**config.mk**
```make
export PLATFORM = sky130hd
export DESIGN_NAME = nor_n_deglitch
export DESIGN_NICKNAME = d
export VERILOG_FILES = /design/src/rtl/nor_n_deglitch.sv
export SDC_FILE = /design/constraint.sdc
export NUM_CORES = 1
export LEC_CHECK = 0
export ABC_AREA = 1
export BUFFER_PORTS_ARGS = -buffer_cell sky130_fd_sc_hd__buf_2
export CORE_MARGIN = 1.5
export CORE_UTILIZATION = 47
export DETAILED_ROUTE_END_ITERATION = 10
export PLACE_DENSITY_LB_ADDON = 0.12
export SLEW_MARGIN = 5
export SYNTH_ARGS = -nofsm -noshare
export SYNTH_HDL_FRONTEND = slang
export SYNTH_SLANG_ARGS = --single-unit
export TNS_END_PERCENT = 10
```
**constraint.sdc**
```tcl
create_clock -name CLK -period 2 [get_ports CLK]
set_input_delay 0.2 -clock CLK [delete_from_list [all_inputs] [get_ports CLK]]
set_output_delay 0.2 -clock CLK [all_outputs]
set_load 0.1 [all_outputs]
```
**src/rtl/nor_n_deglitch.sv**
```systemverilog
// N-input masked NOR with optional input synchroniser and a counter-based
// deglitch filter. Produces a filtered registered output, a one-cycle change
// strobe and a saturating count of rejected pulses.
module nor_n_deglitch #(
  parameter int unsigned N           = 3,
  parameter int unsigned SYNC_STAGES = 2,
  parameter int unsigned DEGLITCH    = 4,
  parameter int unsigned CNT_W       = 4,
  parameter int unsigned MODE        = 0,
  parameter int unsigned GW          = 8,
  parameter bit          RST_VAL     = 1'b1
) (
  input  logic          CLK,
  input  logic          RSTN,
  input  logic          CELV,
  input  logic          CELG,
  input  logic          SUB,
  input  logic [N-1:0]  i,
  input  logic [N-1:0]  en,
  input  logic          clr_glitch,
  output logic          o,
  output logic          chg,
  output logic [GW-1:0] glitch_cnt
);

  // Parameter legality, rejected at elaboration.
  if (N < 2 || N > 16) begin : g_bad_n
    $error("nor_n_deglitch: N must be in 2..16");
  end
  if (SYNC_STAGES > 3) begin : g_bad_sync
    $error("nor_n_deglitch: SYNC_STAGES must be in 0..3");
  end
  if (DEGLITCH < 1 || DEGLITCH > (2 ** CNT_W) - 1) begin : g_bad_dg
    $error("nor_n_deglitch: DEGLITCH must be in 1..2^CNT_W-1");
  end
  if (MODE > 2) begin : g_bad_mode
    $error("nor_n_deglitch: MODE must be 0, 1 or 2");
  end

  // Counter value on which the DEGLITCH-th consecutive mismatch lands.
  localparam logic [CNT_W-1:0] DgLast  = CNT_W'(DEGLITCH - 1);
  localparam logic [GW-1:0]    GcSat   = {GW{1'b1}};

  // Power/ground/substrate pins carry no logic; fold them so they are consumed.
  logic unused_pins;
  assign unused_pins = CELV ^ CELG ^ SUB;

  // --------------------------------------------------------------------------
  // Input synchroniser
  // --------------------------------------------------------------------------
  logic [N-1:0] in_s;

  if (SYNC_STAGES == 0) begin : g_nosync
    assign in_s = i;
  end else begin : g_sync
    logic [N-1:0] sync_q [SYNC_STAGES];
    logic [N-1:0] sync_d [SYNC_STAGES];

    // Shift chain: stage 0 samples the raw pins, later stages follow.
    always_comb begin
      sync_d[0] = i;
      for (int s = 1; s < SYNC_STAGES; s++) begin
        sync_d[s] = sync_q[s-1];
      end
    end

    // Synchroniser flops, cleared on reset so a pending edge is forgotten.
    always_ff @(posedge CLK or negedge RSTN) begin
      if (!RSTN) begin
        for (int s = 0; s < SYNC_STAGES; s++) begin
          sync_q[s] <= '0;
        end
      end else begin
        for (int s = 0; s < SYNC_STAGES; s++) begin
          sync_q[s] <= sync_d[s];
        end
      end
    end

    assign in_s = sync_q[SYNC_STAGES-1];
  end

  // --------------------------------------------------------------------------
  // Masked NOR and edge classification
  // --------------------------------------------------------------------------
  logic raw;
  logic unfilt;

  // en is intentionally not synchronised; a mask change is just another edge.
  assign raw = ~|(in_s & en);

  // raw=1 while o differs means a rising edge of o is pending.
  assign unfilt = raw ? (MODE == 2) : (MODE == 1);

  // --------------------------------------------------------------------------
  // Deglitch filter
  // --------------------------------------------------------------------------
  logic [CNT_W-1:0] cnt_q, cnt_d;
  logic             o_q, o_d;
  logic             chg_q, chg_d;
  logic             glitch;

  // Next-state for the filter counter, output and change strobe.
  always_comb begin
    cnt_d  = '0;
    o_d    = o_q;
    chg_d  = 1'b0;
    glitch = 1'b0;
    if (raw != o_q) begin
      if (unfilt || (cnt_q == DgLast)) begin
        o_d   = raw;
        chg_d = 1'b1;
      end else begin
        cnt_d = cnt_q + 1'b1;
      end
    end else begin
      // Mismatch collapsed before reaching DEGLITCH: a rejected pulse.
      glitch = (cnt_q != '0);
    end
  end

  // Filter state registers.
  always_ff @(posedge CLK or negedge RSTN) begin
    if (!RSTN) begin
      cnt_q <= '0;
      o_q   <= RST_VAL;
      chg_q <= 1'b0;
    end else begin
      cnt_q <= cnt_d;
      o_q   <= o_d;
      chg_q <= chg_d;
    end
  end

  // --------------------------------------------------------------------------
  // Glitch counter
  // --------------------------------------------------------------------------
  logic [GW-1:0] gc_q, gc_d;

  // Saturating increment on each rejected pulse; clear has priority.
  always_comb begin
    gc_d = gc_q;
    if (clr_glitch) begin
      gc_d = '0;
    end else if (glitch && (gc_q != GcSat)) begin
      gc_d = gc_q + 1'b1;
    end
  end

  // Glitch counter register.
  always_ff @(posedge CLK or negedge RSTN) begin
    if (!RSTN) begin
      gc_q <= '0;
    end else begin
      gc_q <= gc_d;
    end
  end

  assign o          = o_q;
  assign chg        = chg_q;
  assign glitch_cnt = gc_q;

endmodule

```
== Word level (Yosys, flattened, before mapping) ==
Cells that the tools add are included.

* Bits in registers: 20
* Bits in latches: 0
* RAM bits: 0
* Memory bits (read-only): 0
* Input port bits: 12
* Output and inout port bits: 10
* Word-level logic and storage cells: 25
* Memories: 0

* Add/sub/neg operators: 2
* Multipliers: 0
* Div/mod/pow operators: 0
* Magnitude comparators: 0
* Equality and inequality tests: 3
* Shifts and indexed selects: 0
* Mux-type cells: 7
* Bitwise gates (word level): 1
* Reduce and logical (&&, ||, !) cells: 6

{| class="wikitable"
|+ Operator list
! cell !! count
|-
| $mux W8 || 2
|-
| $add A8 B1 Y8 const B || 1
|-
| $mux W4 || 2
|-
| $ne A8 B8 Y1 const B || 1
|-
| $add A4 B1 Y4 const B || 1
|-
| $eq A4 B2 Y1 const B || 1
|-
| $reduce_bool A4 Y1 || 1
|-
| $and A3 B3 Y3 || 1
|-
| $mux W1 || 3
|-
| $reduce_or A3 Y1 || 1
|-
| $reduce_and A2 Y1 || 1
|-
| $reduce_bool A2 Y1 || 1
|-
| $logic_and A1 B1 Y1 || 1
|-
| $logic_not A1 Y1 || 1
|-
| $ne A1 B1 Y1 || 1
|}

== Logic depth before layout (Yosys ltp) ==
* Depth in word-level cells: 8
* Depth in mapped cells: 9
* Mapped depth without buffers: 9

== Worst setup path after synthesis ==
No wires, ideal clock.

* Path kind: register -> register
* From: reg gc_q[0], in the netlist glitch_cnt[0]
* To: reg gc_q[0], in the netlist glitch_cnt[0]
* Library setup time: 121 ps
* Data arrival time: 1,995 ps
* Required time: 1,879 ps
* Slack: -116 ps
* Cell stages (with the launch flop): 9
* Path buffers: 0
* Period minus slack after synthesis: 2,116 ps
* Cell sequence: dfrtp_1 > ha_1 > nand3_2 > nor2_4 > nand3_2 > nand3_4 > nand2_4 > nand2_1 > nand2_1

* Word-level cells in the longest chain between the ends: 3
* Elaborated cells between the ends (all ways): 6
* Classes of those cells: add/sub (1); eq/ne (1); mux (2); reduce/logical (2)

{| class="wikitable"
|+ RTL lines
! what !! line !! source
|-
| start: declaration || 138 || <nowiki>logic [GW-1:0] gc_q, gc_d;</nowiki>
|-
| start signal: assignment || 155 || <nowiki>gc_q <= gc_d;</nowiki>
|-
| $add A8 B1 Y8 or $ne A8 B8 Y1 (tied branches) || 146, 145 ||
|-
| $mux W8 or $logic_and A1 B1 Y1 (tied branches) || 145 || <nowiki>end else if (glitch && (gc_q != GcSat)) begin</nowiki>
|-
| $mux W8 or $reduce_bool A2 Y1 (tied branches) || -- ||
|}

Parallel ways exist; a longest one is shown, timed or not. The select of a mux whose other input is x is not followed.
A chain may end at the register's enable or synchronous reset.

== Final worst setup path ==
* From: reg o_q, in the netlist o
* To: out o

{| class="wikitable"
|+ RTL lines
! what !! line !! source
|-
| start: declaration || 99 || <nowiki>logic o_q, o_d;</nowiki>
|-
| start signal: assignment || 126 || <nowiki>o_q <= RST_VAL;</nowiki>
|-
| start signal: assignment || 130 || <nowiki>o_q <= o_d;</nowiki>
|-
| end: declaration || 21 || <nowiki>output logic o,</nowiki>
|}

No word-level cell between the ends.

==> out/metrics.csv <==
metric;value;unit
status;finished clean;
setup violators final;0;
DRC viols;0;
worst setup path start;o;
number of hold violations in the final report;0;
CP Capture Type;output port;
Worst Clk Skew;0.0138;ns
Starting Density;0.498;
fin cells;164;
layout cells sized above 1;0.241;
Placer Congestion;0.751;
Mapped Nets;127;
crit-path max FO;4;
Synth cell types;26;
Yosys top cell area share;0.487;
min Tclk post-route;1.48;ns
CTS tree;done;
total gr overflow;0;
ant diodes;0;
cell area after synthesis;977;um2
fmax;674;MHz
critical-path cell list;buf_2;
maximum VDD drop;1.16;mV
critical setup path kind;reg2out;
slowest stage cell, crit path;dfstp_2;
setup_tns;0;ns
H-tree depth;1;
nets;153;
Port-buffer cells;18;
Buf+Inv Stages, Crit Path;1;
Setup crit end;o;
Die Span Y;48.6;um
drt total wl;1790;um
slowest stage delay, CP;0.56;ns
Area Overhead vs Synth;20.0;%
Tot GR Track Use;0.175;
Num CTS Buffers;3;
DR vias/cell;4.84;
Leak;0.614;nW
DR vias;794;
Reg2Reg Setup Slack;0.56;ns
worst hold path class;in2reg;
die width;48.6;um
Tot Pwr;1.43;mW
most frequent cells in the layout;nand2_1, buf_2, dfrtp_1;
starting DRC count in detailed routing;11;
YS warnings;0;
first-pass GRT wire length;3170;um
period utilization;0.742;
placed insts;156;
Finished Core Util;0.598;
cell row count;16;
Clock transition at path regs;0.10;ns
Mapped Avg Cell Area;8.72;um2
die area;0.00236;mm2
max-cap violations;0;
IO Pins;22;
Worst Hold Depth;4;
CTS Buffer Depth;2;
Fin Hold WS;0.202;ns
vias in the first global route;733;
flops & latches, synth;20;
core area;0.00196;mm2
Synth Instances;112;
max-slew violation count;0;
Worst EP required;1.80;ns
# clock sinks;20;
family with the most delay on the worst path;flip-flops;
initial antenna violation count;0;
Arr. time, crit path;1.28;ns
cell taking the most area after synthesis;dfrtp_1;
DRT Pass-1 Iters;4;
leading cell type in the layout, fill and taps excluded;nand2_1;
clock latency on the worst-skew pair;0.31;ns
worst-margin pin slew;0.485;ns
r2r endpoint;glitch_cnt[0];
Filler cells;201;
routed length per placed instance;10.9;um
reg-to-reg startpoint;glitch_cnt[1];
RSZ-0062 raised after global routing;no;
Pwr Density;1220;mW/mm2
Levels on crit path;1;
Slew HR;0.679;
R2R cell count;8;
root buffer cell;clkbuf_4;
detailed placement HPWL;1270;um
pin count of the biggest net entering global routing;21;
Final ANT Viol Nets;0;
largest cells by area after synthesis;dfrtp_1, nand2_1, nand3_1;
crit path launch type;register;
Seq/Total Area, Yosys;0.513;
## cells in the mapped netlist (all sizes together)
cell / n
o21bai: 1
clkinv: 1
dfstp: 1
nand3: 15
a21o: 1
nand2: 33
nor3b: 1
a211oi: 1
o21ai: 2
xor2: 1
nand4: 2
nor2: 13
ha: 3
nor3: 1
a21oi: 2
xnor2: 1
buf: 1
or2: 1
inv: 12
dfrtp: 19
## power by group
| group | internal (mW) | switching, mW |
|---|---|---|
| Clock | 0.111 | 0.126 |
| Combinational | 0.143 | 0.493 |
| Sequential | 0.486 | 0.0664 |
| Total | 0.741 | 0.685 |
## flip-flops by register name, indices dropped and copies added (netlist names)
name and cells:
cnt_q 4, g_sync.sync_d 3, o 1, glitch_cnt 8, chg 1, in_s 3
## worst min path at each step
stage                     startpoint        to
final                          en[0]         o
after global routing           en[0]         o
after CTS                      en[0]         o
after detailed placement        RSTN  cnt_q[0]
after global placement          RSTN  cnt_q[2]
after floorplan                 RSTN       chg
## logic make-up after synthesis
group / synth area share
AOI/OAI and AO/OA: 0.0435
xor gates and xnor gates: 0.0179
adders and majority gates: 0.0384
buffers and inverters: 0.0576
DFF: 0.513
and+or+nand+nor: 0.329
## routing by layer
layer,up-vias,global-route usage,part of all wire
met2,19,0.285,0.47
met4,0,0.0714,0.017
met1,364,0.228,0.47
met3,4,0.0370,0.043
li1,407,-,-
met5,-,0,0
## per-stage QoR
step | worst slack (ns) | area, um2
after floorplan | 0.0900 | 980
after CTS | 0.503 | 1170
after global placement | 0.593 | 1100
final | 0.517 | 1170
after detailed placement | 0.564 | 1100
after global routing | 0.432 | 1170
## final cells by class
class | count | area [um2] | area share
inverter | 13 | 48.8 | 0.0416
timing repair buffer | 22 | 130 | 0.111
clock buffer | 4 | 36.3 | 0.0309
tap | 27 | 33.8 | 0.0288
multi-input combinational | 78 | 419 | 0.358
sequential | 20 | 504 | 0.430
## what timing repair did
item | in CTS | in global routing
endpoints found under the hold margin | 22 | 0
setup endpoints to repair | 0 | 0
resized for setup | 0 | 0
hold buffers | 4 | 0
setup buffers | 0 | 0
(Power assumes the default switching activity.)
